`config.mk`:
```
export PLATFORM = sky130hd
export DESIGN_NAME = synchronous_ram_flat
export DESIGN_NICKNAME = d
export VERILOG_FILES = /design/src/rtl/synchronous_ram_if.sv /design/src/rtl/synchronous_ram.sv /design/src/flat_wrapper.sv
export SDC_FILE = /design/constraint.sdc
export NUM_CORES = 1
export LEC_CHECK = 0
export CAP_MARGIN = 20
export CORE_UTILIZATION = 30
export CTS_CLUSTER_DIAMETER = 60
export DETAILED_ROUTE_END_ITERATION = 8
export DONT_BUFFER_PORTS = 1
export PLACE_DENSITY_LB_ADDON = 0.12
export SYNTH_ARGS = -nofsm -noshare
export SYNTH_HDL_FRONTEND = slang
export SYNTH_SLANG_ARGS = --single-unit
```
`constraint.sdc`:
```
create_clock -name clk -period 1.6 [get_ports clk]
set_clock_uncertainty 0.1 [all_clocks]
set_input_delay 0.24 -clock clk [delete_from_list [all_inputs] [get_ports clk]]
set_output_delay 0.24 -clock clk [all_outputs]
set_load 0.01 [all_outputs]
```
`src/rtl/synchronous_ram_if.sv`:
```
// Bus bundle for the single-port synchronous RAM: command/data from the master,
// registered read data back from the memory.
interface synchronous_ram_if #(
  parameter int DATA_WIDTH = 8,
  parameter int ADDR_WIDTH = 4
);
  logic                  we;
  logic [ADDR_WIDTH-1:0] addr;
  logic [DATA_WIDTH-1:0] din;
  logic [DATA_WIDTH-1:0] dout;

  modport master (
    output we,
    output addr,
    output din,
    input  dout
  );

  modport slave (
    input  we,
    input  addr,
    input  din,
    output dout
  );
endinterface

```
`src/rtl/synchronous_ram.sv`:
```
// Single-port register-array RAM with write-first registered read and an
// asynchronous active-low clear of both the array and the output register.
module synchronous_ram #(
  parameter int DATA_WIDTH = 8,
  parameter int ADDR_WIDTH = 4
) (
  input  logic              clk,
  input  logic              rst_n,
  synchronous_ram_if.slave  bus
);
  localparam int DEPTH = 1 << ADDR_WIDTH;

  logic [DATA_WIDTH-1:0] mem_r [DEPTH];
  logic [DATA_WIDTH-1:0] dout_r;
  logic [DEPTH-1:0]      wen_s;
  logic [DATA_WIDTH-1:0] rd_data_s;
  logic [DATA_WIDTH-1:0] dout_nxt_s;

  // One-hot per-word write enable decoded from the sampled address.
  always_comb begin
    wen_s = {DEPTH{1'b0}};
    if (bus.we == 1'b1) begin
      wen_s[bus.addr] = 1'b1;
    end else begin
      wen_s = {DEPTH{1'b0}};
    end
  end

  // Next output word: the write data on a write (write-first), else the stored word.
  always_comb begin
    rd_data_s  = mem_r[bus.addr];
    dout_nxt_s = {DATA_WIDTH{1'b0}};
    if (bus.we == 1'b1) begin
      dout_nxt_s = bus.din;
    end else begin
      dout_nxt_s = rd_data_s;
    end
  end

  // Storage array; reset clears every word without needing a clock.
  always_ff @(posedge clk or negedge rst_n) begin
    if (!rst_n) begin
      for (int i = 0; i < DEPTH; i++) begin
        mem_r[i] <= {DATA_WIDTH{1'b0}};
      end
    end else begin
      for (int i = 0; i < DEPTH; i++) begin
        if (wen_s[i]) begin
          mem_r[i] <= bus.din;
        end
      end
    end
  end

  // Registered read port so dout never follows the inputs combinationally.
  always_ff @(posedge clk or negedge rst_n) begin
    if (!rst_n) begin
      dout_r <= {DATA_WIDTH{1'b0}};
    end else begin
      dout_r <= dout_nxt_s;
    end
  end

  assign bus.dout = dout_r;
endmodule

```
`src/flat_wrapper.sv`:
```
// flat-port wrapper written by rule: the top's interface ports become plain ports
module synchronous_ram_flat 
#(
  parameter int DATA_WIDTH = 8,
  parameter int ADDR_WIDTH = 4
)
  (clk, rst_n, bus_we, bus_addr, bus_din, bus_dout);
  synchronous_ram_if #(.DATA_WIDTH(DATA_WIDTH), .ADDR_WIDTH(ADDR_WIDTH)) bus_i ();
  input  logic clk;
  input  logic rst_n;
  input wire logic [$bits(bus_i.we)-1:0] bus_we;
  input wire logic [$bits(bus_i.addr)-1:0] bus_addr;
  input wire logic [$bits(bus_i.din)-1:0] bus_din;
  output wire logic [$bits(bus_i.dout)-1:0] bus_dout;
  assign bus_i.we = bus_we;
  assign bus_i.addr = bus_addr;
  assign bus_i.din = bus_din;
  assign bus_dout = bus_i.dout;
  synchronous_ram #(.DATA_WIDTH(DATA_WIDTH), .ADDR_WIDTH(ADDR_WIDTH)) u_core (.clk(clk), .rst_n(rst_n), .bus(bus_i));
endmodule
```
# Word-level counts from Yosys, hierarchy flattened
# Cells that the tools add are included.
dict set report totals {
  register_bits 136
  input_bits 15
  out_inout_bits 8
  wordCells 29
}
dict set report classes {
  n_lt_le_gt_ge 3
  mux 7
  bitwise_logic 1
  reduce_logical 1
}
# op n
set ops {}
lappend ops {{$bmux W8 S4} 1}
lappend ops {{$mux W8} 3}
lappend ops {{$mux W16} 1}
lappend ops {{$ge A5 B5 Y1 const B} 1}
lappend ops {{$lt A4 B5 Y1 const B} 1}
lappend ops {{$not A4 Y5} 1}
lappend ops {{$demux W1 S4} 1}
lappend ops {{$ge A4 B1 Y1 const B} 1}
lappend ops {{$logic_and A1 B1 Y1} 1}
lappend ops {{$mux W1} 1}

# Depth between registers and ports, before layout
# Gate-level depths: netlist (run 1).
dict set report logic_depth {
  depth_word 5
  ltp_mapped 7
  mapped_depth_nobuf 4
}

# Worst setup path after synthesis (run 1)
# OpenSTA, ideal clock, no wires.
dict set report synth_timing {
  path_type {input-to-reg}
  from {input port bus_addr[0]}
  to {register u_core.dout_r[0] (netlist: u_core.bus.dout[0])}
  setup_time_ns 0.134
  arrival_time_ns 1.361
  required_time_ns 1.366
  slack_ns 0.005
  path_stages 5
  path_cell_list {buf_6 -> buf_6 -> mux4_2 -> a211oi_1 -> a32oi_1}
}
dict set report synth_via {
  elab_chain_cells 5
}
# item line_no
set synth_lines {}
lappend synth_lines {{from (decl)} flat_wrapper.sv:12} ;# input wire logic [$bits(bus_i.addr)-1:0] bus_addr;
lappend synth_lines {{$not A4 Y5 (implied by the code)} synchronous_ram.sv:31} ;# rd_data_s = mem_r[bus.addr];
lappend synth_lines {{$bmux W8 S4} synchronous_ram.sv:31}
lappend synth_lines {{$mux W8 (implied by the code) (2 in series)} synchronous_ram.sv:31}
lappend synth_lines {{$mux W8} synchronous_ram.sv:33} ;# if (bus.we == 1'b1) begin
lappend synth_lines {{via u_core.dout_nxt_s[0]} synchronous_ram.sv:17} ;# logic [DATA_WIDTH-1:0] dout_nxt_s;
lappend synth_lines {{to (signal assigned)} synchronous_ram.sv:58} ;# dout_r <= {DATA_WIDTH{1'b0}};
lappend synth_lines {{to (signal assigned)} synchronous_ram.sv:60} ;# dout_r <= dout_nxt_s;
lappend synth_lines {{to (decl)} synchronous_ram.sv:14} ;# logic [DATA_WIDTH-1:0] dout_r;
# The timed path passes the listed nets, and every way through them passes these cells. The select of a mux whose other input is x is not followed.
# A chain may end at the register's enable or synchronous reset.

# Worst setup path in the final report (run 1)
dict set report layout_timing {
  from {register u_core.mem_r[70] in the netlist's numbering}
  to {register u_core.dout_r[6] (netlist: u_core.bus.dout[6])}
}
dict set report layout_via {
  elab_chain_cells 4
}
# item line_no
set layout_lines {}
lappend layout_lines {{from (decl)} synchronous_ram.sv:13} ;# logic [DATA_WIDTH-1:0] mem_r [DEPTH];
lappend layout_lines {{from (signal, indexed assignment)} synchronous_ram.sv:44} ;# mem_r[i] <= {DATA_WIDTH{1'b0}};
lappend layout_lines {{from (signal, indexed assignment)} synchronous_ram.sv:49} ;# mem_r[i] <= bus.din;
lappend layout_lines {{$bmux W8 S4} synchronous_ram.sv:31}
lappend layout_lines {{$mux W8 (implied by the code) (2 in series)} synchronous_ram.sv:31}
lappend layout_lines {{$mux W8} synchronous_ram.sv:33}
lappend layout_lines {{via u_core.dout_nxt_s[6]} synchronous_ram.sv:17}
# The timed path passes the listed nets, and every way through them passes these cells. The select of a mux whose other input is x is not followed.

==> qor.txt, run 1 <==
Vias in the first global route: 3850
Worst slew pin tran: 0.648 ns
Drt via density: 4.88
Synthesized instance count: 426
Failing checks: negative hold slack
DR WL/cell: 19.5 µm
Ys async rst share: 1.00
Max stage delay cell, worst path: mux4_2
Largest net degree at the start of global routing: 137
Max IR drop VDD: 0.471 mV
Buf/Inv on CP: 0
Mapped Avg Cell Area: 14.7 µm²
Pre-antenna DRT Iters: 4
Initial antenna violation count: 2
Startpoint Class: register
GPL Wtd Cong: 0.702
Switching pwr: 2.35 mW
Post-synth top area share: 0.543
Slew Viols, Final: 0
Clk sink count: 136
First-pass GRT wire length: 23.4 mm
Switch share: 0.236
Iteration-0 DRC Markers: 144
Lkg Pwr: 3.09 nW
Critical path's largest stage delay: 0.48 ns
DP HPWL: 9.27 mm
Int Pwr: 7.61 mW
Fillers: 1955
Outcome: complete, but fails checks
Core Region: 20400 µm²
CP top delay family: multiplexers
Ys flop type: dfrtp_1
CP cell instances: mux4_2 > a22oi_2 > a31oi_1 > a21o_1
H-tree Lvls: 4
Count leader, synth: dfrtp_1
I/O pin total: 23
Final ANT Viol Nets: 0
Crit path max fanout: 2
Share of post-route cells with drive strength above 1: 0.440
CP endpoint kind: register
Worst-path clk slew: 0.06 ns
Via count: 3563
Die X: 147 µm
Area grow syn2layout: 16.1%
Pre-CTS setup slack: 0.0561 ns
Count of input and output buffers: 0
Register bit total from synthesis: 136
CTS root buf: clkbuf_16
Mapped Area: 6270 µm²
Number of synthesized flops with an enable pin: 0
F_max: 654 MHz
Worst-skew pair later-pin latency: 0.42 ns
Critical path arrival: 1.73 ns
Most common library cells after synthesis: 136 x dfrtp_1, 100 x mux2_2, 30 x nand2_1, 24 x o21ai_0, 21 x mux4_2
Rel. slew slack: 0.567
Final hold viol count: 136
Synth warn: 0
Routed wire length: 14.3 mm
Initial Util: 0.308
Distinct cells, synth: 33
Final Cycle Share: 0.956
Area leader, netlist: dfrtp_1
Top post-synthesis cells by area: dfrtp_1 54%, mux2_2 18%, mux4_2 7.5%
Die Height: 147 µm
Post-synthesis sequential area ratio: 0.543
# nets final: 462
Hold buffers post-CTS: 12
Die ar.: 21500 µm²
Grt total ovfl: 0
Final hold slack: -0.586 ns
Row cnt: 52
TritonCTS clock tree: built
Sequential power share: 0.462
GRT Resource Usage Total: 0.146
Remaining DRCs: 0
Final min period: 1.53 ns
Hold Path Class: input pin to async pin
Syn_nets: 441
WS Path Type: register to register
WP data required: 1.80 ns
Max Cap Viol: 0
Final setup vio count: 0
Clock Path Buffers: 2
CTS buffer count: 17
Combinational cell fraction of total power: 0.142
Pwr Density: 1370 nW/µm²
Final worst slack: 0.0707 ns
Clock share of power: 0.396
Layout Utilization: 0.357
[power by group through the flow]
stage	clock [mW]	sequential (mW)	combinational, mW
floorplan	0	4.51	1.21
global placement	0	4.61	1.28
detailed placement	0	4.65	1.32
CTS	4.06	4.59	1.40
global route	4.24	4.69	1.54
finish	3.95	4.60	1.41
[path summary, 6_finish.rpt]
kind | from | endpoint | slack (ns) | depth (start not counted)
min reg2reg | u_core.mem_r[58]$_DFFE_PN0P_ | u_core.mem_r[58]$_DFFE_PN0P_ | 0.38 | 2
max in group asynchronous | rst_n | u_core.mem_r[38]$_DFFE_PN0P_ | 1.77 | 0
min in group clk | bus_din[0] | u_core.mem_r[104]$_DFFE_PN0P_ | 0.02 | 2
max reg2reg | u_core.mem_r[70]$_DFFE_PN0P_ | u_core.bus.dout[6]$_DFF_PN0_ | 0.07 | 4
min | rst_n | u_core.mem_r[99]$_DFFE_PN0P_ | -0.59 | 0
max | u_core.mem_r[70]$_DFFE_PN0P_ | u_core.bus.dout[6]$_DFF_PN0_ | 0.07 | 4
[worst register-to-register path, cell delays in order (launching register included)]
cell	delay, ns
dfrtp_1	0.37
mux4_2	0.48
a22oi_2	0.19
a31oi_1	0.10
a21o_1	0.18
[cell families (layout without fill, tap and decap cells)]
logic type / after synthesis / in the layout / synth area share
other: 0 / 1 / 0
buffers and inverters: 34 / 67 / 0.0367
AOI/OAI and AO/OA: 48 / 48 / 0.0471
muxes: 140 / 140 / 0.307
DFF: 136 / 136 / 0.543
and+or+nand+nor: 68 / 68 / 0.0661
[per-stage QoR]
step | total power, mW | instances | setup TNS, ns | instance area (µm²)
after floorplan | 5.72 | 426 | 0 | 6270
after global placement | 5.89 | 685 | 0 | 6530
after detailed placement | 5.96 | 685 | 0 | 6530
after CTS | 10.0 | 728 | 0 | 7250
after global routing | 10.5 | 730 | -0.00357 | 7270
final | 9.95 | 730 | 0 | 7270
[routing by layer]
layer  up-vias  track usage  wire length, µm
met2        44        0.236             7030
met3        15       0.0381              421
met1      1886        0.191             6640
met5         -            0               13
li1       1616            -                -
met4         2       0.0500              156
[flip-flops by register name, summed over array words and instances (netlist names)]
name / cells
u_core.bus.dout: 8
u_core.mem_r: 128
[final cells by class]
cell class	count	area [µm²]	area share
multi-input cells	256	2650	0.364
clock buffers	19	443	0.0609
well taps	270	338	0.0465
repair buffers	32	270	0.0372
diodes	1	2.50	0.000344
inverters	4	15.0	0.00206
clock inverters	12	153	0.0210
flip-flops and latches	136	3400	0.468
[repair_timing]
item                                    CTS  global route
gates resized for setup                   0            10
endpoints found under the hold margin   248           136
endpoints found under the setup margin    0             6
buffers inserted                          0             1
[layout by cell type, fill, tap and decap left out, types with 5 or more instances in the layout]
cell type        n
nand3_1          8
mux4_2          25
mux2i_1          8
dfrtp_1        136
buf_4           20
nor2_2           9
clkbuf_16       17
dlygate4sd3_1   12
nand2_1         30
nand3b_1         5
mux2_2         100
o21ai_0         24
Power figures use the tool's default switching activity.
==> inputs of run 2 (changes only) <==
--- a/config.mk
+++ b/config.mk
@@ -10,6 +10,7 @@
 export CTS_CLUSTER_DIAMETER = 60
 export DETAILED_ROUTE_END_ITERATION = 8
 export DONT_BUFFER_PORTS = 1
+export GPL_TIMING_DRIVEN = 0
 export PLACE_DENSITY_LB_ADDON = 0.12
 export SYNTH_ARGS = -nofsm -noshare
 export SYNTH_HDL_FRONTEND = slang
==> qor.txt, run 2 (synthesis results as in run 1) <==
DR WL/cell: 20.8 µm (was 19.5 µm)
Max IR drop VDD: 0.486 mV (was 0.471 mV)
Commonest non-fill, non-tap cell in the layout: dfrtp_1 (unchanged)
TritonCTS clock tree: built (unchanged)
Die ar.: 21500 µm² (unchanged)
Buf/Inv on CP: 0 (unchanged)
Multi-input logic area: 2650 µm² (about the same)
Row cnt: 52 (unchanged)
Total power: 9.90 mW (was 9.95 mW)
Final hold viol count: 136 (unchanged)
Worst-path clk slew: 0.06 ns (about the same)
Dpl cells: 696 (was 685)
Failing checks: negative hold slack (unchanged)
CTS root buf: clkbuf_16 (unchanged)
Final ANT Viol Nets: 0 (unchanged)
Clock Path Buffers: 2 (unchanged)
F_max: 626 MHz (was 654 MHz)
Critical path's largest stage delay: 0.48 ns (about the same)
Drt via density: 4.86 (was 4.88)
Count of input and output buffers: 0 (unchanged)
Max stage delay cell, worst path: mux4_2 (unchanged)
# nets final: 467 (was 462)
Core Region: 20400 µm² (unchanged)
Worst slew pin tran: 0.938 ns (was 0.648 ns)
Share of post-route cells with drive strength above 1: 0.440 (about the same)
Fillers: 1963 (was 1955)
H-tree Lvls: 4 (unchanged)
Final setup vio count: 0 (unchanged)
WP data required: 1.79 ns (was 1.80 ns)
Most flop-heavy register: u_core.mem_r (unchanged)
Ant. Diodes: 0 (was 1)
Remaining DRCs: 0 (unchanged)
Final Cycle Share: 0.998 (was 0.956)
Hold buffers post-CTS: 5 (was 12)
Rel. slew slack: 0.372 (was 0.567)
Sequential standard cell area: 3400 µm² (unchanged)
Routed wire length: 15.2 mm (was 14.3 mm)
CTS buffer count: 17 (unchanged)
CP cell instances: mux4_2 > a22oi_2 > a31oi_1 > a21o_1 (unchanged)
Final min period: 1.60 ns (was 1.53 ns)
Unrepaired setup endpoints after global routing: true
Max reg flops: 128 (unchanged)
Initial Util: 0.308 (unchanged)
DP HPWL: 10.4 mm (was 9.27 mm)
Vias in the first global route: 3922 (was 3850)
GPL Wtd Cong: 0.763 (was 0.702)
Pre-antenna DRT Iters: 4 (unchanged)
Clk sink count: 136 (unchanged)
GRT Resource Usage Total: 0.158 (was 0.146)
Initial antenna violation count: 0 (was 2)
Slew Viols, Final: 0 (unchanged)
Via count: 3570 (was 3563)
Worst-skew pair later-pin latency: 0.42 ns (about the same)
Max Cap Viol: 0 (unchanged)
Final std cells w/o fill: 734 (was 730)
Most frequent cells in the layout: 136 x dfrtp_1, 100 x mux2_2, 30 x nand2_1 (unchanged)
First-pass GRT wire length: 24.7 mm (was 23.4 mm)
Startpoint Class: register (unchanged)
Area grow syn2layout: 15.7% (was 16.1%)
Die X: 147 µm (unchanged)
Lkg Pwr: 3.08 nW (was 3.09 nW)
CP top delay family: compound AO/OA/AOI/OAI gates (was multiplexers)
Die Height: 147 µm (unchanged)
Grt total ovfl: 0 (unchanged)
CP endpoint kind: register (unchanged)
Outcome: complete, but fails checks (unchanged)
Pwr Density: 1370 nW/µm² (about the same)
Iteration-0 DRC Markers: 154 (was 144)
Crit path max fanout: 2 (unchanged)
Hold Path Class: input pin to async pin (unchanged)
WS Path Type: register to register (unchanged)
Critical path arrival: 1.79 ns (was 1.73 ns)
I/O pin total: 23 (unchanged)
Final hold slack: -0.581 ns (was -0.586 ns)
Largest net degree at the start of global routing: 137 (unchanged)
## run 2: metal layers
layer,vias to the layer above,routed length [µm],GRT usage
met5,-,0,0
met4,0,116,0.0516
met3,7,542,0.0428
met2,53,7280,0.245
met1,1890,7300,0.213
li1,1620,-,-
## run 2: repair_timing
action,CTS,global route
resized for setup,5,5
endpoints found under the hold margin,168,136
setup buffers,0,2
pin swaps,1,5
endpoints found under the setup margin,4,6
## run 2: cell type report
class | instances | area share
clock inverters | 9 | 0.0138
plain buffers | 30 | 0.0297
well taps | 270 | 0.0466
flip-flops and latches | 136 | 0.469
inverters | 4 | 0.00207
clock buffers | 22 | 0.0640
multi-input cells | 256 | 0.365
repair buffers | 7 | 0.00897
## run 2: power breakdown
| part | internal [mW] | switching [mW] | total [mW] | leakage (nW) |
|---|---|---|---|---|
| clock | 2.35 | 1.44 | 3.79 | 0.276 |
| sequential | 4.21 | 0.385 | 4.59 | 1.68 |
| combinational | 0.944 | 0.574 | 1.52 | 1.12 |
## run 2: final timing paths
path                                               from  depth (start not counted)                      endpoint  slack, ns
max                        u_core.mem_r[69]$_DFFE_PN0P_                          4  u_core.bus.dout[5]$_DFF_PN0_      0.002
min                                               rst_n                          0  u_core.mem_r[47]$_DFFE_PN0P_      -0.58
max reg2reg                u_core.mem_r[69]$_DFFE_PN0P_                          4  u_core.bus.dout[5]$_DFF_PN0_      0.002
min reg2reg                u_core.mem_r[88]$_DFFE_PN0P_                          2  u_core.mem_r[88]$_DFFE_PN0P_       0.38
max in group asynchronous                         rst_n                          0  u_core.mem_r[16]$_DFFE_PN0P_       1.71
min in group clk                             bus_din[2]                          2  u_core.mem_r[90]$_DFFE_PN0P_       0.03
## run 2: metrics by stage
| stage | instance area [µm²] | TNS, ns | util | setup slack [ns] | hold slack (ns) |
|---|---|---|---|---|---|
| after global placement | 6600 | -16.47 | 0.324 | -0.302 | -0.150 |
| after detailed placement | 6600 | -17.44 | 0.324 | -0.304 | -0.149 |
| after floorplan | 6270 | 0 | - | 0.00500 | -0.156 |
| final | 7250 | 0 | 0.356 | 0.00244 | -0.581 |
| after CTS | 7230 | 0 | 0.355 | 0.00120 | -0.604 |
| after global routing | 7250 | -0.0655 | 0.356 | -0.0302 | -0.608 |
